[src/rtl/mult_div_unit_if.sv]
// Handshake/result bundle between the control unit and the multiply/divide unit.
// Carries div_zero only when MULTDIV_DIV0_FLAG_EN is defined.
interface mult_div_unit_if #(
    parameter int WIDTH = 32
);
    logic             start;
    logic             op;
    logic [WIDTH-1:0] operand_a;
    logic [WIDTH-1:0] operand_b;
    logic             busy;
    logic             done;
    logic [WIDTH-1:0] hi_out;
    logic [WIDTH-1:0] lo_out;
`ifdef MULTDIV_DIV0_FLAG_EN
    logic             div_zero;

    modport master (output start, op, operand_a, operand_b,
                    input  busy, done, hi_out, lo_out, div_zero);
    modport slave  (input  start, op, operand_a, operand_b,
                    output busy, done, hi_out, lo_out, div_zero);
`else
    modport master (output start, op, operand_a, operand_b,
                    input  busy, done, hi_out, lo_out);
    modport slave  (input  start, op, operand_a, operand_b,
                    output busy, done, hi_out, lo_out);
`endif
endinterface

[src/rtl/mult_div_unit.sv]
// Sequential signed multiply (radix-2 Booth) / divide (restoring) writing HI/LO.
// Optional MULTDIV_DIV0_FLAG_EN: divide-by-zero short-circuits and raises div_zero.
module mult_div_unit #(
    parameter int WIDTH = 32
) (
    input logic           clk,
    input logic           reset,
    mult_div_unit_if.slave bus
);
    localparam int CW = $clog2(WIDTH) + 1;

    typedef enum logic [1:0] {IDLE, CALC, FINISH} state_t;

    state_t            state, state_nxt;
    logic [CW-1:0]     cnt;
    logic              op_q, a_neg, b_neg;
    logic [2*WIDTH:0]  acc;
    logic [WIDTH-1:0]  mcand;
    logic [WIDTH-1:0]  rem, quo, dmag;
    logic [WIDTH-1:0]  a_mag, b_mag;
    logic [WIDTH:0]    booth_sum;
    logic [WIDTH:0]    shifted;
    logic [WIDTH-1:0]  diff;
    logic              sub_ok;
    logic [WIDTH-1:0]  q_fix, r_fix;
    logic              done_q;
    logic [WIDTH-1:0]  hi_q, lo_q;
    logic              dz_start;

    assign bus.busy   = (state != IDLE);
    assign bus.done   = done_q;
    assign bus.hi_out = hi_q;
    assign bus.lo_out = lo_q;

`ifdef MULTDIV_DIV0_FLAG_EN
    logic dz_q, dz_flag;
    assign dz_start     = bus.op && (bus.operand_b == '0);
    assign bus.div_zero = dz_flag;
`else
    assign dz_start = 1'b0;
`endif

    always_ff @(posedge clk) begin
        if (!reset) state <= IDLE;
        else        state <= state_nxt;
    end

    always_comb begin
        state_nxt = state;
        unique case (state)
            IDLE:    if (bus.start) state_nxt = dz_start ? FINISH : CALC;
            CALC:    if (cnt == CW'(WIDTH - 1)) state_nxt = FINISH;
            FINISH:  state_nxt = IDLE;
            default: state_nxt = IDLE;
        endcase
    end

    assign a_mag = bus.operand_a[WIDTH-1] ? -bus.operand_a : bus.operand_a;
    assign b_mag = bus.operand_b[WIDTH-1] ? -bus.operand_b : bus.operand_b;

    // Booth add is done one bit wider so A - (-2^(W-1)) cannot overflow before the shift.
    always_comb begin
        booth_sum = {acc[2*WIDTH], acc[2*WIDTH:WIDTH+1]};
        case (acc[1:0])
            2'b01:   booth_sum = booth_sum + {mcand[WIDTH-1], mcand};
            2'b10:   booth_sum = booth_sum - {mcand[WIDTH-1], mcand};
            default: ;
        endcase
    end

    // Partial remainder is always < divisor, so the difference fits WIDTH bits mod 2^WIDTH.
    assign shifted = {rem, quo[WIDTH-1]};
    assign sub_ok  = shifted[WIDTH] || (shifted[WIDTH-1:0] >= dmag);
    assign diff    = shifted[WIDTH-1:0] - dmag;

    assign q_fix = (a_neg ^ b_neg) ? -quo : quo;
    assign r_fix = a_neg ? -rem : rem;

    always_ff @(posedge clk) begin
        if (!reset) begin
            cnt    <= '0;
            op_q   <= 1'b0;
            a_neg  <= 1'b0;
            b_neg  <= 1'b0;
            acc    <= '0;
            mcand  <= '0;
            rem    <= '0;
            quo    <= '0;
            dmag   <= '0;
            done_q <= 1'b0;
            hi_q   <= '0;
            lo_q   <= '0;
`ifdef MULTDIV_DIV0_FLAG_EN
            dz_q    <= 1'b0;
            dz_flag <= 1'b0;
`endif
        end else begin
            done_q <= 1'b0;
            unique case (state)
                IDLE: if (bus.start) begin
                    cnt   <= '0;
                    op_q  <= bus.op;
                    a_neg <= bus.operand_a[WIDTH-1];
                    b_neg <= bus.operand_b[WIDTH-1];
                    mcand <= bus.operand_a;
                    acc   <= {{WIDTH{1'b0}}, bus.operand_b, 1'b0};
                    rem   <= '0;
                    quo   <= a_mag;
                    dmag  <= b_mag;
`ifdef MULTDIV_DIV0_FLAG_EN
                    dz_q    <= dz_start;
                    dz_flag <= 1'b0;
`endif
                end
                CALC: begin
                    cnt <= cnt + 1'b1;
                    if (op_q) begin
                        rem <= sub_ok ? diff : shifted[WIDTH-1:0];
                        quo <= {quo[WIDTH-2:0], sub_ok};
                    end else begin
                        acc <= {booth_sum, acc[WIDTH:1]};
                    end
                end
                FINISH: begin
                    done_q <= 1'b1;
`ifdef MULTDIV_DIV0_FLAG_EN
                    dz_flag <= dz_q;
                    if (!dz_q) begin
`else
                    begin
`endif
                        if (op_q) begin
                            hi_q <= r_fix;
                            lo_q <= q_fix;
                        end else begin
                            hi_q <= acc[2*WIDTH:WIDTH+1];
                            lo_q <= acc[WIDTH:1];
                        end
                    end
                end
                default: ;
            endcase
        end
    end
endmodule

[src/flat_wrapper.sv]
// flat-port wrapper written by rule: the top's interface ports become plain ports
module mult_div_unit_flat 
#(
    parameter int WIDTH = 32
)
  (clk, reset, bus_start, bus_op, bus_operand_a, bus_operand_b, bus_busy, bus_done, bus_hi_out, bus_lo_out);
  mult_div_unit_if #(.WIDTH(WIDTH)) bus_i ();
  input logic clk;
  input logic reset;
  input wire logic [$bits(bus_i.start)-1:0] bus_start;
  input wire logic [$bits(bus_i.op)-1:0] bus_op;
  input wire logic [$bits(bus_i.operand_a)-1:0] bus_operand_a;
  input wire logic [$bits(bus_i.operand_b)-1:0] bus_operand_b;
  output wire logic [$bits(bus_i.busy)-1:0] bus_busy;
  output wire logic [$bits(bus_i.done)-1:0] bus_done;
  output wire logic [$bits(bus_i.hi_out)-1:0] bus_hi_out;
  output wire logic [$bits(bus_i.lo_out)-1:0] bus_lo_out;
  assign bus_i.start = bus_start;
  assign bus_i.op = bus_op;
  assign bus_i.operand_a = bus_operand_a;
  assign bus_i.operand_b = bus_operand_b;
  assign bus_busy = bus_i.busy;
  assign bus_done = bus_i.done;
  assign bus_hi_out = bus_i.hi_out;
  assign bus_lo_out = bus_i.lo_out;
  mult_div_unit #(.WIDTH(WIDTH)) u_core (.clk(clk), .reset(reset), .bus(bus_i));
endmodule
[config.mk]
export PLATFORM = sky130hd
export DESIGN_NAME = mult_div_unit_flat
export DESIGN_NICKNAME = d
export VERILOG_FILES = /design/src/rtl/mult_div_unit_if.sv /design/src/rtl/mult_div_unit.sv /design/src/flat_wrapper.sv
export SDC_FILE = /design/constraint.sdc
export NUM_CORES = 1
export LEC_CHECK = 0
export BUFFER_PORTS_ARGS = -buffer_cell sky130_fd_sc_hd__buf_2
export CAP_MARGIN = 20
export CORE_MARGIN = 1.5
export CORE_UTILIZATION = 56
export DETAILED_ROUTE_END_ITERATION = 8
export GPL_ROUTABILITY_DRIVEN = 0
export PLACE_DENSITY = 0.78
export SYNTH_ARGS = -nofsm -noshare
export SYNTH_HDL_FRONTEND = slang
export SYNTH_SLANG_ARGS = --single-unit
[constraint.sdc]
create_clock -name clk -period 3.65 [get_ports clk]
set_input_delay 0.1825 -clock clk [delete_from_list [all_inputs] [get_ports clk]]
set_output_delay 0.1825 -clock clk [all_outputs]
set_load 0.02 [all_outputs]
==> reports/results.txt, run 1 <==
Total GRT Usage: 33.2%
Fin worst setup slack: -0.355 ns
YS warnings: 0
Final wirelength: 57,200 µm
Cells after Synth: 2,362
Critical Path End Type: flop
Asr flop ratio synth: 0%
Slew headroom: 27.2%
Peak supply drop: 335 µV
TNS Setup: -0.903 ns
Largest net degree at the start of global routing: 115
Placed instance area: 19,000 µm²
Reg area: 5370 µm²
Fillers: 2,479
Core ar.: 30,800 µm²
Most common cell after layout, fill and taps aside: nor2_1
I/O pins: 134
Most frequent cells in the layout: nor2_1, nand2_1, dfxtp_1
Vias in the first global route: 17,200
Max Cap Viol: 0
Global-route wire length before repair: 89,600 µm
Least-Margin Pin Slew: 1.09 ns
Post-Layout Cell Count: 2,953
Placed Cells: 2,822
Share of cells above drive strength 1: 14.6%
Fmax: 250 MHz
Sequential share of the synthesized area: 30.4%
Status: complete, but fails checks
GRT Max-Usage Layer: met2
Clock latency on the worst-skew pair: 0.58 ns
Ys flop type: dfxtp_1
Row cnt: 64
GRT met1 Usage: 43.3%
Clock-pin slew on the worst setup and hold paths: 0.06 ns
RSZ-0062 raised after global routing: yes
Pwr/cell area: 416 nW/µm²
Root buf cell: clkbuf_16
Clock Sinks: 268
WL per Instance: 19.4 µm
CP Data Arrival Time: 4.44 ns
H-tree levels: 1
Met2 Usage GRT: 55.3%
Synthesized area: 17,600 µm²
Initial DRT Pass Iterations: 6
Grt met3 use: 4.41%
Number of CTS-inserted buffers: 30
Final hold violation count: 0
Fin crit period: 4.01 ns
Die area: 32,600 µm²
Mapped Nets: 2,504
Antenna violations before repair: 1
Max clock buf depth: 3
Final Skew: 0.0270 ns
Final setup fails: 6
Syn Area/Cell: 7.46 µm²
EDFF count, synth: 0
Power Total: 8.74 mW
Post-DP HPWL: 39,900 µm
Setup Crit Path Kind: reg -> reg
Synth-to-layout area growth: 19.0%
Final #Nets: 2,677
Remaining DRCs: 0
Die H: 180 µm
Fin area: 21,000 µm²
Via count: 18,800
Remaining Overflow, GRT: 0
LEAKAGE: 8.59 nW
Post-route ant nets: 0
Max-slew violations: 0
Initial DRC count: 2,199
Worst hold path class: in -> reg
Die width: 180 µm
Crit path required time: 4.08 ns
Max FO, Critical Path: 5
Initial Util: 57.2%
DR vias/cell: 6.37
Failing checks: setup timing
CTS tree: yes
Port bufs: 133
Crit path launch type: flop
Distinct cells, synth: 71
Post-synthesis register bit count: 268
Area of the multi-input gates: 11,700 µm²
Final period util: 110%
-- flip-flops by register name, indices dropped and copies added, names as in the netlist --
name	cells
u_core.cnt	6
u_core.b_neg	1
u_core.mcand	32
u_core.dmag	32
u_core.bus.lo_out	32
u_core.quo	32
u_core.bus.done	1
u_core.acc	65
u_core.rem	32
u_core.bus.hi_out	32
u_core.op_q	1
u_core.state	2
-- cell usage after synthesis (25+ instances only) --
cell type | instances | share of area, %
a21o_1 | 38 | 1.6
dfxtp_1 | 268 | 30
a211oi_1 | 106 | 4.5
nand3_1 | 46 | 1.3
nor3_1 | 43 | 1.2
inv_1 | 75 | 1.6
a311oi_1 | 39 | 1.9
o31ai_1 | 35 | 1.5
clkbuf_1 | 125 | 2.7
a21oi_1 | 245 | 7.0
xnor2_1 | 86 | 4.3
ha_1 | 72 | 5.1
xor2_1 | 110 | 5.5
o21ai_0 | 130 | 3.7
nor2_1 | 318 | 6.8
buf_1 | 25 | 0.53
nand2_1 | 274 | 5.8
or4_1 | 30 | 1.3
-- cell type report --
| class | instances | share of cell area [%] |
|---|---|---|
| Sequential cell | 268 | 25.6 |
| Antenna cell | 1 | 0.0119 |
| Inverter | 76 | 1.38 |
| Clock buffer | 43 | 4.10 |
| Tap cell | 396 | 2.36 |
| Multi-Input combinational cell | 1859 | 55.7 |
| Timing Repair Buffer | 300 | 10.1 |
| Clock inverter | 10 | 0.692 |
-- power breakdown --
part | switching (mW) | internal [mW] | leakage [nW]
clock network | 1.27 | 1.84 | 0.487
registers | 0.180 | 3.07 | 2.19
logic | 1.41 | 0.964 | 5.92
-- critical path, stage by stage, from the launching register on --
cell	delay [ns]
dfxtp_2	0.32
or4_4	0.55
nor3_4	0.19
buf_4	0.15
buf_4	0.10
nand4b_1	0.18
nor4_2	0.20
buf_4	0.16
a31oi_1	0.09
xnor2_1	0.33
ha_1	0.40
o21a_1	0.17
nor2_1	0.07
nor3_1	0.24
nand3_1	0.12
o22ai_1	0.18
xnor2_1	0.12
o41ai_1	0.31
-- metal layers --
layer,vias to the layer above,share of wire (%)
li1,8839,-
met1,8773,41
met2,970,46
met3,219,8.5
met4,0,4.5
met5,-,0
-- metrics by stage --
| stage | util (%) | hold slack (ns) | setup WS, ns |
|---|---|---|---|
| finish | 68.1 | 0.131 | -0.355 |
| global route | 68.1 | 0.156 | -0.467 |
| CTS | 67.0 | 0.121 | -0.00853 |
| detailed placement | 61.5 | 0.454 | -0.202 |
| global placement | 61.5 | 0.446 | -0.0492 |
| floorplan | - | 0.318 | 0.0123 |
-- worst paths after layout --
path	startpoint	end	slack [ns]	cells past startpoint
worst min register to register	u_core.dmag[0]	u_core.dmag[0]	0.47	2
worst max register to register	u_core.mcand[6]	u_core.acc[64]	-0.36	17
worst max-delay path	u_core.mcand[6]	u_core.acc[64]	-0.36	17
worst min-delay path	bus_start	u_core.dmag[30]	0.13	5
-- logic make-up after synthesis --
| group | after synthesis | share of synthesized area (%) |
|---|---|---|
| AO/OA/AOI/OAI | 739 | 27.0 |
| XOR/XNOR | 196 | 9.74 |
| adder cells (fa/ha/maj) | 74 | 5.34 |
| buffers and inverters | 235 | 5.15 |
| flip-flops | 268 | 30.4 |
| multiplexers | 23 | 1.31 |
| AND/OR/NAND/NOR | 827 | 21.0 |
-- repair_timing --
item,CTS,global route
endpoints found under the setup margin,9,17
gates cloned,0,0
resized for setup,14,52
hold endpoints to repair,69,0
setup buffers,1,13
hold buffers,63,0
pin swaps,1,44
(Power assumes the default switching activity.)
==> inputs of run 2 (changes only) <==
--- a/config.mk
+++ b/config.mk
@@ -11,7 +11,7 @@
 export CORE_UTILIZATION = 56
 export DETAILED_ROUTE_END_ITERATION = 8
 export GPL_ROUTABILITY_DRIVEN = 0
-export PLACE_DENSITY = 0.78
+export PLACE_DENSITY = 0.74
 export SYNTH_ARGS = -nofsm -noshare
 export SYNTH_HDL_FRONTEND = slang
 export SYNTH_SLANG_ARGS = --single-unit
==> reports/results.txt, run 2 (synthesis results as in run 1) <==
I/O pins: 134 (unchanged)
Synth-to-layout area growth: 19.4%
Crit path capture: u_core.acc[54]
Initial DRT Pass Iterations: 8 (+2)
Clock-pin slew on the worst setup and hold paths: 0.06 ns (about the same)
RSZ-0062 raised after global routing: yes
Power Total: 8.80 mW (+0.73%)
Remaining Overflow, GRT: 0 (unchanged)
Pwr/cell area: 418 nW/µm² (+0.40%)
Final period util: 101% (-8.3 points)
Top reg by flops: u_core.acc
LEAKAGE: 8.64 nW (+0.58%)
Placed Cells: 2,829 (+0.25%)
Hold_ws: 0.0496 ns (-0.0809 ns)
Die width: 180 µm (unchanged)
Vias in the first global route: 17,300 (+0.65%)
Met2 routed WL: 26,500 µm (+0.48%)
DR vias/cell: 6.38 (+0.14%)
Max clock buf depth: 3 (unchanged)
Least-Margin Pin Slew: 0.959 ns (-0.131 ns)
RR Endpoint: u_core.acc[54]
Final hold violation count: 0 (unchanged)
Slew headroom: 36.0% (+8.7 points)
CTS tree: yes
Critical path origin: u_core.mcand[9]
DR top layer: met4
Met1 wire length: 23,900 µm (+2.4%)
Global-route wire length before repair: 90,700 µm (+1.2%)
Final setup fails: 2 (-4)
Worst Hold Launch: bus_start
Share of cells above drive strength 1: 14.9% (+0.24 points)
Post-route ant nets: 0 (unchanged)
Max FO, Critical Path: 4 (-1)
R2r setup slk: -0.05 ns (+0.30 ns)
Initial DRC count: 2,053 (-6.6%)
Reg2Reg Depth: 15 (-2)
Die area: 32,600 µm² (unchanged)
CP Data Arrival Time: 4.14 ns (-0.30 ns)
Critical Path End Type: flop
Hold Path Depth: 3 (-2)
Post-Place Worst Slack: -0.0940 ns (+0.108 ns)
Largest net degree at the start of global routing: 118 (+2.6%)
Via count: 18,900 (+0.41%)
H-tree levels: 1 (unchanged)
Post-DP HPWL: 40,300 µm (+0.93%)
Antenna violations before repair: 3 (+2)
Most frequent cells in the layout: nor2_1, nand2_1, dfxtp_1
Final core utilization: 68.3% (+0.22 points)
Total GRT Usage: 33.8% (+0.60 points)
Clock Sinks: 268 (unchanged)
Port bufs: 133 (unchanged)
Row cnt: 64 (unchanged)
Crit path launch type: flop
Setup Crit Path Kind: reg -> reg
Failing checks: setup timing
Max-slew violations: 0 (unchanged)
Final wirelength: 57,800 µm (+1.1%)
Die H: 180 µm (unchanged)
Root buf cell: clkbuf_16
Crit path required time: 4.08 ns (about the same)
Clock latency on the worst-skew pair: 0.60 ns (+0.02 ns)
Fin crit period: 3.70 ns (-0.301 ns)
WL per Instance: 19.5 µm (+0.81%)
Most common cell after layout, fill and taps aside: nor2_1
Worst hold path class: in -> reg
WL met3: 4420 µm (-9.2%)
Initial Util: 57.2% (unchanged)
Fmax: 270 MHz (+8.1%)
R2r startpoint: u_core.mcand[9]
Status: complete, but fails checks
Peak supply drop: 447 µV (+34%)
Core ar.: 30,800 µm² (unchanged)
Fin worst setup slack: -0.0538 ns (+0.301 ns)
Post-Layout Cell Count: 2,961 (+0.27%)
Final Skew: 0.0362 ns (+0.00920 ns)
Final #Nets: 2,681 (+0.15%)
Number of CTS-inserted buffers: 30 (unchanged)
Max Cap Viol: 0 (unchanged)
Remaining DRCs: 0 (unchanged)
Max reg flops: 65 (unchanged)
==> run 2: changes by cell type in the layout (fill, tap and decap cells not counted), sizes merged <==
| cell | delta |
|---|---|
| bufinv | -1 |
| diode | +3 |
| buf | +4 |
| inv | +3 |
| clkbuf | -1 |
==> run 2: metrics by stage <==
| stage | area, µm² | TNS [ns] |
|---|---|---|
| after CTS | 20700 | 0 |
| after global placement | 19000 | -0.0136 |
| after detailed placement | 19000 | -0.221 |
| after global routing | 21000 | -1.68 |
| final | 21100 | -0.0608 |
| after floorplan | 17700 | 0 |
==> run 2: worst min-delay path by stage <==
stage                           endpoint  slack, ns
after floorplan           u_core.dmag[0]       0.32
after global placement       u_core.op_q       0.44
after detailed placement     u_core.op_q       0.44
after CTS                 u_core.dmag[2]       0.04
after global routing      u_core.dmag[2]       0.05
final                     u_core.dmag[2]       0.05
==> run 2: repair_timing <==
action,4_1_cts,5_1_grt
pin swaps,2,38
setup buffers,0,11
hold endpoints to repair,72,0
setup endpoints to repair,9,20
hold buffers,63,0
gates resized for setup,9,54
==> run 2: layout make-up <==
class                      count  area [µm²]
multi-input combinational   1859       11700
clock inverter                12         151
tap                          396         495
inverter                      76         290
clock buffer                  42         886
fill                        2495        9780
sequential                   268        5370
timing repair buffer         304        2150
antenna                        4        10.0
==> run 2: critical path, cell delays in order, from the launching register on <==
cell and delay [ns]:
dfxtp_2 0.33, or4_4 0.56, nor3_4 0.15, and3b_2 0.25, nor2_1 0.06, xnor2_1 0.12
ha_1 0.31, a21o_1 0.19, a21o_1 0.21, a31o_2 0.23, or3_4 0.39, o21ai_4 0.17
buf_6 0.13, xnor2_1 0.06, a222oi_1 0.31, nor2_1 0.07
==> run 2: power breakdown <==
group | leakage [nW] | internal (mW) | switching, mW
Sequential | 2.19 | 3.07 | 0.176
Combinational | 5.95 | 0.973 | 1.41
Clock | 0.509 | 1.84 | 1.33
Total | 8.64 | 5.88 | 2.92
==> run 2: per-layer routing <==
layer  vias to the layer above  track usage [%]
met3                       238             4.87
met2                       978             56.5
met4                         0             15.4
met1                      8811             43.3
met5                         -                0
li1                       8851                -
